[src/rtl/servo_pkg.sv]
`default_nettype none
//------------------------------------------------------------------------------
// +--------------------------------------------------------------------------+
// | Module   : servo_pkg                                                     |
// | Purpose  : Shared state encoding and default timing constants for the    |
// |            servo pickup/dropoff sequencer and its PWM generator.         |
// | Ports    : none (package)                                               |
// | Revision : 1.0 - initial release                                         |
// +--------------------------------------------------------------------------+
//------------------------------------------------------------------------------
package servo_pkg;

   // Sequencer states. Explicit 3-bit encoding keeps the state register
   // width stable regardless of how many states are added later.
   typedef enum logic [2:0] {
      ST_IDLE      = 3'd0,
      ST_MOVE_OUT  = 3'd1,
      ST_DWELL     = 3'd2,
      ST_MOVE_BACK = 3'd3,
      ST_DONE      = 3'd4
   } state_t;

   // Defaults assume a 50 MHz clock and a standard 50 Hz hobby servo.
   localparam int unsigned c_DEF_FRAME_CYCLES = 1000000; // 20 ms frame
   localparam int unsigned c_DEF_HOME_W       = 75000;   // 1.5 ms
   localparam int unsigned c_DEF_PICK_W       = 50000;   // 1.0 ms
   localparam int unsigned c_DEF_DROP_W       = 100000;  // 2.0 ms
   localparam int unsigned c_DEF_STEP_W       = 2500;    // max change per frame
   localparam int unsigned c_DEF_DWELL_FRAMES = 25;      // 0.5 s hold

endpackage : servo_pkg
`default_nettype wire

[src/rtl/servo_pwm.sv]
`default_nettype none
//------------------------------------------------------------------------------
// +--------------------------------------------------------------------------+
// | Module   : servo_pwm                                                     |
// | Purpose  : Free-running frame counter plus width comparator producing   |
// |            the servo PWM waveform and a per-frame boundary strobe.       |
// | Ports    : clk        - clock, rising edge                               |
// |            reset      - synchronous active-high reset                    |
// |            width      - pulse width in clk cycles (held stable by the    |
// |                         caller except on the frame_tick cycle)           |
// |            pwm_out    - registered PWM drive                             |
// |            frame_tick - high on the last cycle of each frame             |
// | Revision : 1.0 - initial release                                         |
// +--------------------------------------------------------------------------+
//------------------------------------------------------------------------------
module servo_pwm
   import servo_pkg::*;
#(
   parameter int unsigned FRAME_CYCLES = c_DEF_FRAME_CYCLES
) (
   input  logic                            clk,
   input  logic                            reset,
   input  logic [$clog2(FRAME_CYCLES)-1:0] width,
   output logic                            pwm_out,
   output logic                            frame_tick
);

   localparam int unsigned c_CW = $clog2(FRAME_CYCLES);
   localparam logic [c_CW-1:0] c_LAST = c_CW'(FRAME_CYCLES - 1);

   logic [c_CW-1:0] r_frame_cnt;

   // Boundary strobe is decoded from the registered count, so it is glitch
   // free and lines up with the cycle on which the count wraps.
   assign frame_tick = (r_frame_cnt == c_LAST);

   always_ff @(posedge clk) begin
      if (reset) begin
         r_frame_cnt <= '0;
         pwm_out     <= 1'b0;
      end else begin
         // The caller only changes width on the wrap cycle; by then the
         // comparison of the last count against the old width has already
         // been taken, so every frame sees one width from start to end.
         pwm_out <= (r_frame_cnt < width);
         if (frame_tick) begin
            r_frame_cnt <= '0;
         end else begin
            r_frame_cnt <= r_frame_cnt + 1'b1;
         end
      end
   end

endmodule : servo_pwm
`default_nettype wire

[src/rtl/servo_sequencer.sv]
`default_nettype none
//------------------------------------------------------------------------------
// +--------------------------------------------------------------------------+
// | Module   : servo_sequencer                                               |
// | Purpose  : Runs one pickup or dropoff routine per request: ramp the      |
// |            servo from home to the selected position, hold it for a       |
// |            number of frames, ramp back home and pulse servo_done.        |
// | Ports    : clk         - clock, rising edge                              |
// |            reset       - synchronous active-high reset                   |
// |            servo_req   - level request; must fall before re-arming       |
// |            servo_state - routine select, 1 = pickup, 0 = dropoff         |
// |            servo_done  - one-cycle routine-complete pulse                |
// |            busy        - high while a routine is in progress             |
// |            pwm_out     - servo PWM drive                                 |
// | Revision : 1.0 - initial release                                         |
// +--------------------------------------------------------------------------+
//------------------------------------------------------------------------------
module servo_sequencer
   import servo_pkg::*;
#(
   parameter int unsigned FRAME_CYCLES = c_DEF_FRAME_CYCLES,
   parameter int unsigned HOME_W       = c_DEF_HOME_W,
   parameter int unsigned PICK_W       = c_DEF_PICK_W,
   parameter int unsigned DROP_W       = c_DEF_DROP_W,
   parameter int unsigned STEP_W       = c_DEF_STEP_W,
   parameter int unsigned DWELL_FRAMES = c_DEF_DWELL_FRAMES
) (
   input  logic clk,
   input  logic reset,
   input  logic servo_req,
   input  logic servo_state,
   output logic servo_done,
   output logic busy,
   output logic pwm_out
);

   localparam int unsigned c_CW = $clog2(FRAME_CYCLES);
   localparam logic [c_CW-1:0] c_HOME = c_CW'(HOME_W);
   localparam logic [c_CW-1:0] c_PICK = c_CW'(PICK_W);
   localparam logic [c_CW-1:0] c_DROP = c_CW'(DROP_W);
   // Only used when the distance exceeds STEP_W, which bounds STEP_W below
   // the counter range, so the truncating cast never loses bits in use.
   localparam logic [c_CW-1:0] c_STEP = c_CW'(STEP_W);

   // A dwell of zero frames behaves like a dwell of one frame.
   localparam int unsigned c_DW = (DWELL_FRAMES > 1) ? $clog2(DWELL_FRAMES) : 1;
   localparam logic [c_DW-1:0] c_DWELL_LAST =
      c_DW'((DWELL_FRAMES > 0) ? (DWELL_FRAMES - 1) : 0);

   state_t          r_state;
   logic            r_mode;
   logic            r_armed;
   logic [c_CW-1:0] r_cur_w;
   logic [c_DW-1:0] r_dwell_cnt;

   logic [c_CW-1:0] w_target;
   logic [c_CW-1:0] w_next_w;
   logic [c_CW-1:0] w_diff;
   logic            w_frame_tick;

   //---------------------------------------------------------------------------
   // Target and single-frame ramp step.
   // The target is home once the routine heads back; otherwise it follows the
   // latched mode. The step lands exactly on the target whenever the remaining
   // distance fits in one step, so the ramp never overshoots and a zero
   // distance completes in a single frame.
   //---------------------------------------------------------------------------
   always_comb begin
      w_target = (r_state == ST_MOVE_BACK) ? c_HOME : (r_mode ? c_PICK : c_DROP);
      w_diff   = '0;
      w_next_w = w_target;
      if (r_cur_w > w_target) begin
         w_diff = r_cur_w - w_target;
         if (32'(w_diff) > STEP_W) begin
            w_next_w = r_cur_w - c_STEP;
         end
      end else begin
         w_diff = w_target - r_cur_w;
         if (32'(w_diff) > STEP_W) begin
            w_next_w = r_cur_w + c_STEP;
         end
      end
   end

   //---------------------------------------------------------------------------
   // Routine sequencer. Width changes are made only on frame_tick so the PWM
   // generator never sees a width change mid-frame.
   //---------------------------------------------------------------------------
   always_ff @(posedge clk) begin
      if (reset) begin
         r_state     <= ST_IDLE;
         r_mode      <= 1'b0;
         r_armed     <= 1'b1;
         r_cur_w     <= c_HOME;
         r_dwell_cnt <= '0;
         servo_done  <= 1'b0;
         busy        <= 1'b0;
      end else begin
         servo_done <= 1'b0;
         case (r_state)
            ST_IDLE: begin
               if (servo_req && r_armed) begin
                  r_mode  <= servo_state;
                  busy    <= 1'b1;
                  r_state <= ST_MOVE_OUT;
               end else if (!servo_req) begin
                  // Re-arm only after the requester has dropped its level,
                  // so a request held across completion cannot retrigger.
                  r_armed <= 1'b1;
               end
            end

            ST_MOVE_OUT: begin
               if (w_frame_tick) begin
                  r_cur_w <= w_next_w;
                  if (w_next_w == w_target) begin
                     r_dwell_cnt <= '0;
                     r_state     <= ST_DWELL;
                  end
               end
            end

            ST_DWELL: begin
               if (w_frame_tick) begin
                  if (r_dwell_cnt == c_DWELL_LAST) begin
                     r_dwell_cnt <= '0;
                     r_state     <= ST_MOVE_BACK;
                  end else begin
                     r_dwell_cnt <= r_dwell_cnt + 1'b1;
                  end
               end
            end

            ST_MOVE_BACK: begin
               if (w_frame_tick) begin
                  r_cur_w <= w_next_w;
                  if (w_next_w == w_target) begin
                     r_state <= ST_DONE;
                  end
               end
            end

            ST_DONE: begin
               servo_done <= 1'b1;
               busy       <= 1'b0;
               r_armed    <= 1'b0;
               r_state    <= ST_IDLE;
            end

            default: begin
               r_state <= ST_IDLE;
               busy    <= 1'b0;
            end
         endcase
      end
   end

   servo_pwm #(
      .FRAME_CYCLES (FRAME_CYCLES)
   ) u_pwm (
      .clk        (clk),
      .reset      (reset),
      .width      (r_cur_w),
      .pwm_out    (pwm_out),
      .frame_tick (w_frame_tick)
   );

endmodule : servo_sequencer
`default_nettype wire

[config.mk]
export PLATFORM = sky130hd
export DESIGN_NAME = servo_sequencer
export DESIGN_NICKNAME = d
export VERILOG_FILES = /design/src/rtl/servo_pkg.sv /design/src/rtl/servo_pwm.sv /design/src/rtl/servo_sequencer.sv
export SDC_FILE = /design/constraint.sdc
export NUM_CORES = 1
export LEC_CHECK = 0
export BUFFER_PORTS_ARGS = -buffer_cell sky130_fd_sc_hd__buf_4
export CORE_ASPECT_RATIO = 0.6
export CORE_MARGIN = 1
export CORE_UTILIZATION = 43
export DETAILED_ROUTE_END_ITERATION = 10
export MAX_ROUTING_LAYER = met4
export PLACE_DENSITY = 0.6
export SETUP_SLACK_MARGIN = 0.05
export SLEW_MARGIN = 20
export SYNTH_ARGS = -nofsm -noshare
export SYNTH_HDL_FRONTEND = slang
export SYNTH_SLANG_ARGS = --single-unit
[constraint.sdc]
create_clock -name clk -period 8.9 [get_ports clk]
set_input_delay 0.89 -clock clk [delete_from_list [all_inputs] [get_ports clk]]
set_output_delay 0.89 -clock clk [all_outputs]
set_load 0.005 [all_outputs]
-- After elaboration in Yosys (flattened, before gate mapping)
Cells that the tools add are included.
- memories kept: 0
- bits in registers: 53
- word-level logic and storage cells: 73
- output and inout bits: 3
- latch bits: 0
- bits in read-only memories: 0
- input bits: 4
- RAM bits: 0
- bitwise logic cells: 1
- add/subtract/negate cells: 6
- shift-type cells: 0
- equal/unequal tests: 16
- muxes and demuxes: 24
- order comparisons: 4
- $mul: 0
- divide/modulo/power cells: 0
- reduce and logical (&&, ||, !) cells: 13
- operators with widths (kind ; count):
    two-way mux 20 bit ; 3
    > comparator 20 x 12 -> 1 bit, second input constant ; 2
    two-way mux 17 bit ; 2
    two-way mux 3 bit ; 7
    adder 20 x 1 -> 20 bit, second input constant ; 1
    adder 20 x 12 -> 20 bit, second input constant ; 1
    equality test 20 x 17 -> 1 bit ; 1
    equality test 20 bit, second input constant ; 1
    > comparator 20 x 17 -> 1 bit ; 1
    < comparator 20 bit ; 1
    two-way mux 5 bit ; 4
    subtractor 17 x 20 -> 20 bit ; 1
    subtractor 20 x 12 -> 20 bit, second input constant ; 1
    subtractor 20 x 17 -> 20 bit ; 1
    one-hot mux 3 bit (4 select lines) ; 1
    inequality test 2 bit, second input constant ; 5
    one-hot mux 5 bit (2 select lines) ; 1
    inequality test 2 x 1 -> 1 bit, second input constant ; 4
    AND reduction 7 bit ; 1
    equality test 3 x 2 -> 1 bit, second input constant ; 2
    AND reduction 2 bit ; 3
    adder 5 x 1 -> 5 bit, second input constant ; 1
    equality test 5 bit, second input constant ; 1
    two-way mux 1 bit ; 4
    11 further kinds ; 14

-- Longest topological paths before layout
- word-level depth: 10
- depth in mapped cells: 22
- mapped depth without buffers: 18

-- Hierarchy
A second synthesis with hierarchy kept.
- cell total of the unflattened synthesis: 740
- area, all modules: 5482.8 um2
- by module, submodules not included (module ; cells an instance ; sequential area each (um2) ; area each (um2) ; times used):
    servo_sequencer ; 576 ; 640.6 ; 4083.9 ; 1
    servo_pwm ; 164 ; 420.4 ; 1398.8 ; 1

-- Worst setup path after synthesis
No wires, ideal clock.
- path type: register to register
- start: register r_state[2]
- end: register r_state[1]
- clock period less this slack: 4.831 ns
- data required time: 8.830 ns
- setup slack: 4.069 ns
- stages on the path, launching flop included: 22
- arrival: 4.761 ns
- setup time: 0.070 ns
- path buffers: 3
- cell sequence: dfxtp_1 nand3b_4 inv_2 buf_2 nor2_1 inv_1 ha_1 clkbuf_1 nand4b_1 o21a_1 a211oi_4 o31ai_2 a2111o_1 a211oi_2 a31o_1 buf_4 a21oi_1 o31ai_1 mux2i_1 nand4_1 or4_1 a21oi_1
- longest elaborated chain between the ends: 9
- elaborated cells between the ends (all ways): 23
- those cells by class: add/sub: 2; order compare: 3; eq/ne: 11; mux: 5; reduce/logical: 2
- ends and longest elaborated chain (item ; RTL line ; source):
    from (decl) ; servo_sequencer.sv:50 ; state_t r_state;
    from (signal assigned) ; servo_sequencer.sv:91 ; r_state <= ST_IDLE;
    from (signal assigned) ; servo_sequencer.sv:105 ; r_state <= ST_MOVE_OUT;
    from (signal assigned) ; servo_sequencer.sv:118 ; r_state <= ST_DWELL;
    equality test 3 x 2 -> 1 bit ; servo_sequencer.sv:69, servo_sequencer.sv:100 ;
    two-way mux 17 bit ; servo_sequencer.sv:69 ; w_target = (r_state == ST_MOVE_BACK) ? c_HOME : (r_mode ? c_PICK : c_DROP);
    subtractor 17 x 20 -> 20 bit / subtractor 20 x 17 -> 20 bit (equally long branches) ; servo_sequencer.sv:78, servo_sequencer.sv:73 ;
    > comparator 20 x 12 -> 1 bit (on tied branches) ; servo_sequencer.sv:79, servo_sequencer.sv:74 ;
    two-way mux 20 bit (on tied branches) ; servo_sequencer.sv:79, servo_sequencer.sv:74 ;
    two-way mux 20 bit ; servo_sequencer.sv:72 ; if (r_cur_w > w_target) begin
    equality test 20 x 17 -> 1 bit ; servo_sequencer.sv:116, servo_sequencer.sv:137 ;
    inequality test 2 bit (no source line) / inequality test 2 x 1 -> 1 bit (equally long branches) ; n/a ;
    AND reduction 7 bit (no source line) ; n/a ;
Several ways; a longest one is shown, not always the timed one.
A chain may end at the register's enable or synchronous reset.

-- Final worst setup path
- start: register r_state[0]
- end: register r_dwell_cnt[3]
- longest elaborated chain between the ends: 9
- elaborated cells between the ends (all ways): 19
- those cells by class: add/sub: 2; order compare: 3; eq/ne: 7; mux: 5; reduce/logical: 2
- ends and longest elaborated chain (item ; RTL line ; source):
    equality test 3 x 2 -> 1 bit ; servo_sequencer.sv:69 ;
    two-way mux 17 bit ; servo_sequencer.sv:69 ;
    subtractor 17 x 20 -> 20 bit / subtractor 20 x 17 -> 20 bit (equally long branches) ; servo_sequencer.sv:78, servo_sequencer.sv:73 ;
    > comparator 20 x 12 -> 1 bit (on tied branches) ; servo_sequencer.sv:79, servo_sequencer.sv:74 ;
    two-way mux 20 bit (on tied branches) ; servo_sequencer.sv:79, servo_sequencer.sv:74 ;
    two-way mux 20 bit ; servo_sequencer.sv:72 ;
    equality test 20 x 17 -> 1 bit ; servo_sequencer.sv:116 ; if (w_next_w == w_target) begin
    inequality test 2 bit (no source line) ; n/a ;
    AND reduction 4 bit (no source line) ; n/a ;
    to (signal assigned) ; servo_sequencer.sv:129 ; r_dwell_cnt <= r_dwell_cnt + 1'b1;
    to (decl) ; servo_sequencer.sv:54 ; logic [c_DW-1:0] r_dwell_cnt;
Several ways; a longest one is shown, not always the timed one.

==> impl_metrics.ini <==
[hold_path]
worst_hold_path_type = flip-flop to flip-flop
min-delay-start = u_pwm.r_frame_cnt[0]$_SDFF_PP0_

[route]
routed_via_density = 6.485
drtIter0Drc = 785
routed_wl_um = 18140
ant_nets = 0
drc = 0
dr_total_vias = 5700
first_pass_iters = 5
wl_per_cell_um = 20.64

[yosys]
syn_inst = 740
synth.avg_cell_area_um2 = 7.406
synth_edf_count = 0
synth_cell_types = 89
netlist.area_leader.share = 0.1936
synth-main-ff-cell = dfxtp_1
ys_seq_area_frac = 0.1936
yosys_warnings = 0
ys_ff_latch = 53
synthTopCellsByArea = dfxtp_1 19%, ha_1 9.6%, nor2_1 5.5%
synth_nets = 786
synth.largest_area_cell = dfxtp_1
synth_area_mm2 = 0.005480
async_reset_ff_frac = 0

[placed_design]
gp_congestion = 0.9280
placed_cell_area_mm2 = 0.005543
hpwl_um = 13750
port_buffers = 6

[sta]
fmax_mhz = 152.1
setup_viol = 0
skew_ns = 0.01037
rsz0062_at_grt = false
finalHoldViolCount = 0
fin_setup_tns_ns = 0
slew_violations = 0
max_slew.worst_pin.slew_ns = 0.9604
min_period_over_period = 0.7386
period_minus_slack_ns = 6.574
relSlewSlack = 0.3593

[global_route]
grt_pass1_wl_um = 28230
antenna_found_initial = 0
grt_usage = 0.2864
grt_pass1_vias = 4894
grt_max_degree = 24
grt-ovfl-total = 0

[setup_path]
crit_chain = nand3b_4 > inv_2 > nor2_1 > inv_1 > ha_1 > nand3_1 > o21a_1 > a211oi_4 > o31ai_2 > a2111o_1 > a211oi_2 > a31o_1 > nor3_1 > nor3_1 > a21boi_0 > nand4_1 > o31ai_2 > a311oi_1
path_depth = 18
crit_required_ns = 9.06
crit_fanout = 17
r2r-start = r_state[0]$_SDFFE_PP0P_
cp_num_buf_inv = 2
startpoint = r_state[0]$_SDFFE_PP0P_
critPathMaxStageDelay_ns = 0.65
cp_top_family = compound AO/OA/AOI/OAI gates
r2r-end = r_dwell_cnt[3]$_SDFFE_PP0P_
reg2reg_slack_ns = 2.33
timing.critical_path.from_type = flip-flop
ff2ff_path_depth = 18
crit_end = r_dwell_cnt[3]$_SDFFE_PP0P_
crit_type = flip-flop to flip-flop
endpoint_kind = flip-flop
worst_ep_arrival_time_ns = 6.74
crit_path_top_delay_cell = a31o_1

[power_and_ir_drop]
cellPowerDensity_mw_per_mm2 = 97.07
ir_drop_uv = 76.79
leakagePower_nw = 2.219

[clock_network]
cts_tree = built
cts_inserted_buffers = 5
cts.sinks = 53
cts_buffer_depth = 2
clk_pin_slew_ns = 0.07
cts_root_buf = clkbuf_16
h-tree-depth = 2
clock_latency_ns = 0.30
ctsHoldBuffers = 0
postCtsSetupBuffers = 0
cts_resized = 0

[final_layout]
synthToLayoutAreaGrowth_pct = 4.201
nNetsFinal = 759
drive_gt1_frac = 0.06303
diodes = 0
mostFrequentLayoutCells = 81 x nor2_1, 66 x nand2_1, 53 x dfxtp_1, 50 x a21oi_1, 42 x ha_1
layout_commonest_cell = nor2_1
finalInstanceArea_mm2 = 0.005710

[floorplanning]
ios = 7
core_area_mm2 = 0.01226
num_rows = 31
die-area_mm2 = 0.01322
initial_core_util = 0.4471
die_w_um = 147.7
die_h_um = 89.45

[outcome]
outcome = finished clean

[run]
maxCapViolations = 0
==> cells in the mapped netlist, drive strengths merged, types with 16 or more instances <==
| cell | number |
|---|---|
| xnor2 | 22 |
| clkbuf | 24 |
| ha | 42 |
| and2 | 16 |
| nor2 | 82 |
| buf | 17 |
| inv | 35 |
| nand2 | 67 |
| o21ai | 36 |
| nand3 | 35 |
| dfxtp | 53 |
| and3 | 16 |
| nor3 | 25 |
| a21oi | 50 |
| xor2 | 16 |
==> final cells by class <==
| class | count | area [µm²] |
|---|---|---|
| clock inverters | 2 | 38.79 |
| inverters | 36 | 135.1 |
| flip-flops and latches | 53 | 1061 |
| clock buffers | 6 | 128.9 |
| well taps | 165 | 206.4 |
| multi-input cells | 610 | 4088 |
| repair buffers | 7 | 52.55 |
| fillers | 1246 | 6546 |
==> flip-flops by register name (all words and copies together), names as in the netlist <==
signal and count:
r_mode 1, r_cur_w 20, servo_done 1, u_pwm.pwm_out 1
r_state 3, u_pwm.r_frame_cnt 20, r_armed 1, busy 1
r_dwell_cnt 5
==> layer usage <==
metal	GRT usage	part of all wire	vias up
li1	-	-	2697
met2	0.3791	0.38	288
met4	0.03280	0.0057	0
met3	0.07041	0.10	20
met1	0.4320	0.51	2695
met5	-	0	-
==> through the flow <==
step	total power [mW]	hold slack, ns	utilization	setup WS, ns	std cells
2_1_floorplan	0.3079	0.4329	-	4.069	740
3_3_place_gp	0.3256	0.4554	0.4522	2.875	871
3_5_place_dp	0.3264	0.4560	0.4522	2.621	871
4_1_cts	0.5540	0.4755	0.4659	2.593	879
5_1_grt	0.5729	0.4947	0.4659	2.041	879
6_report	0.5543	0.4719	0.4659	2.326	879
==> worst min-delay path by stage <==
| stage | to | slack [ns] | cells past startpoint |
|---|---|---|---|
| global placement | u_pwm.r_frame_cnt[0]$_SDFF_PP0_ | 0.46 | 1 |
| global route | u_pwm.r_frame_cnt[0]$_SDFF_PP0_ | 0.49 | 1 |
| detailed placement | u_pwm.r_frame_cnt[0]$_SDFF_PP0_ | 0.46 | 1 |
| finish | u_pwm.r_frame_cnt[0]$_SDFF_PP0_ | 0.47 | 1 |
| floorplan | u_pwm.r_frame_cnt[0]$_SDFF_PP0_ | 0.43 | 1 |
| CTS | u_pwm.r_frame_cnt[0]$_SDFF_PP0_ | 0.48 | 1 |
==> power breakdown <==
group,internal (mW),switching [mW],total [mW],leakage (nW)
Clock,0.134,0.0965,0.230,0.0810
Sequential,0.239,0.00386,0.243,0.429
Combinational,0.0278,0.0532,0.0810,1.71
==> kinds of logic (layout without fill, tap and decap cells) <==
family / after synthesis / after routing / synth area share
DFF: 53 / 53 / 0.1936
AOI/OAI and AO/OA: 221 / 221 / 0.2927
and+or+nand+nor: 303 / 303 / 0.2854
buffers and inverters: 77 / 51 / 0.06050
muxes: 6 / 6 / 0.01119
xor gates and xnor gates: 38 / 38 / 0.06073
adders and majority gates: 42 / 42 / 0.09589
Note: power is estimated with default switching activity, not from simulation.
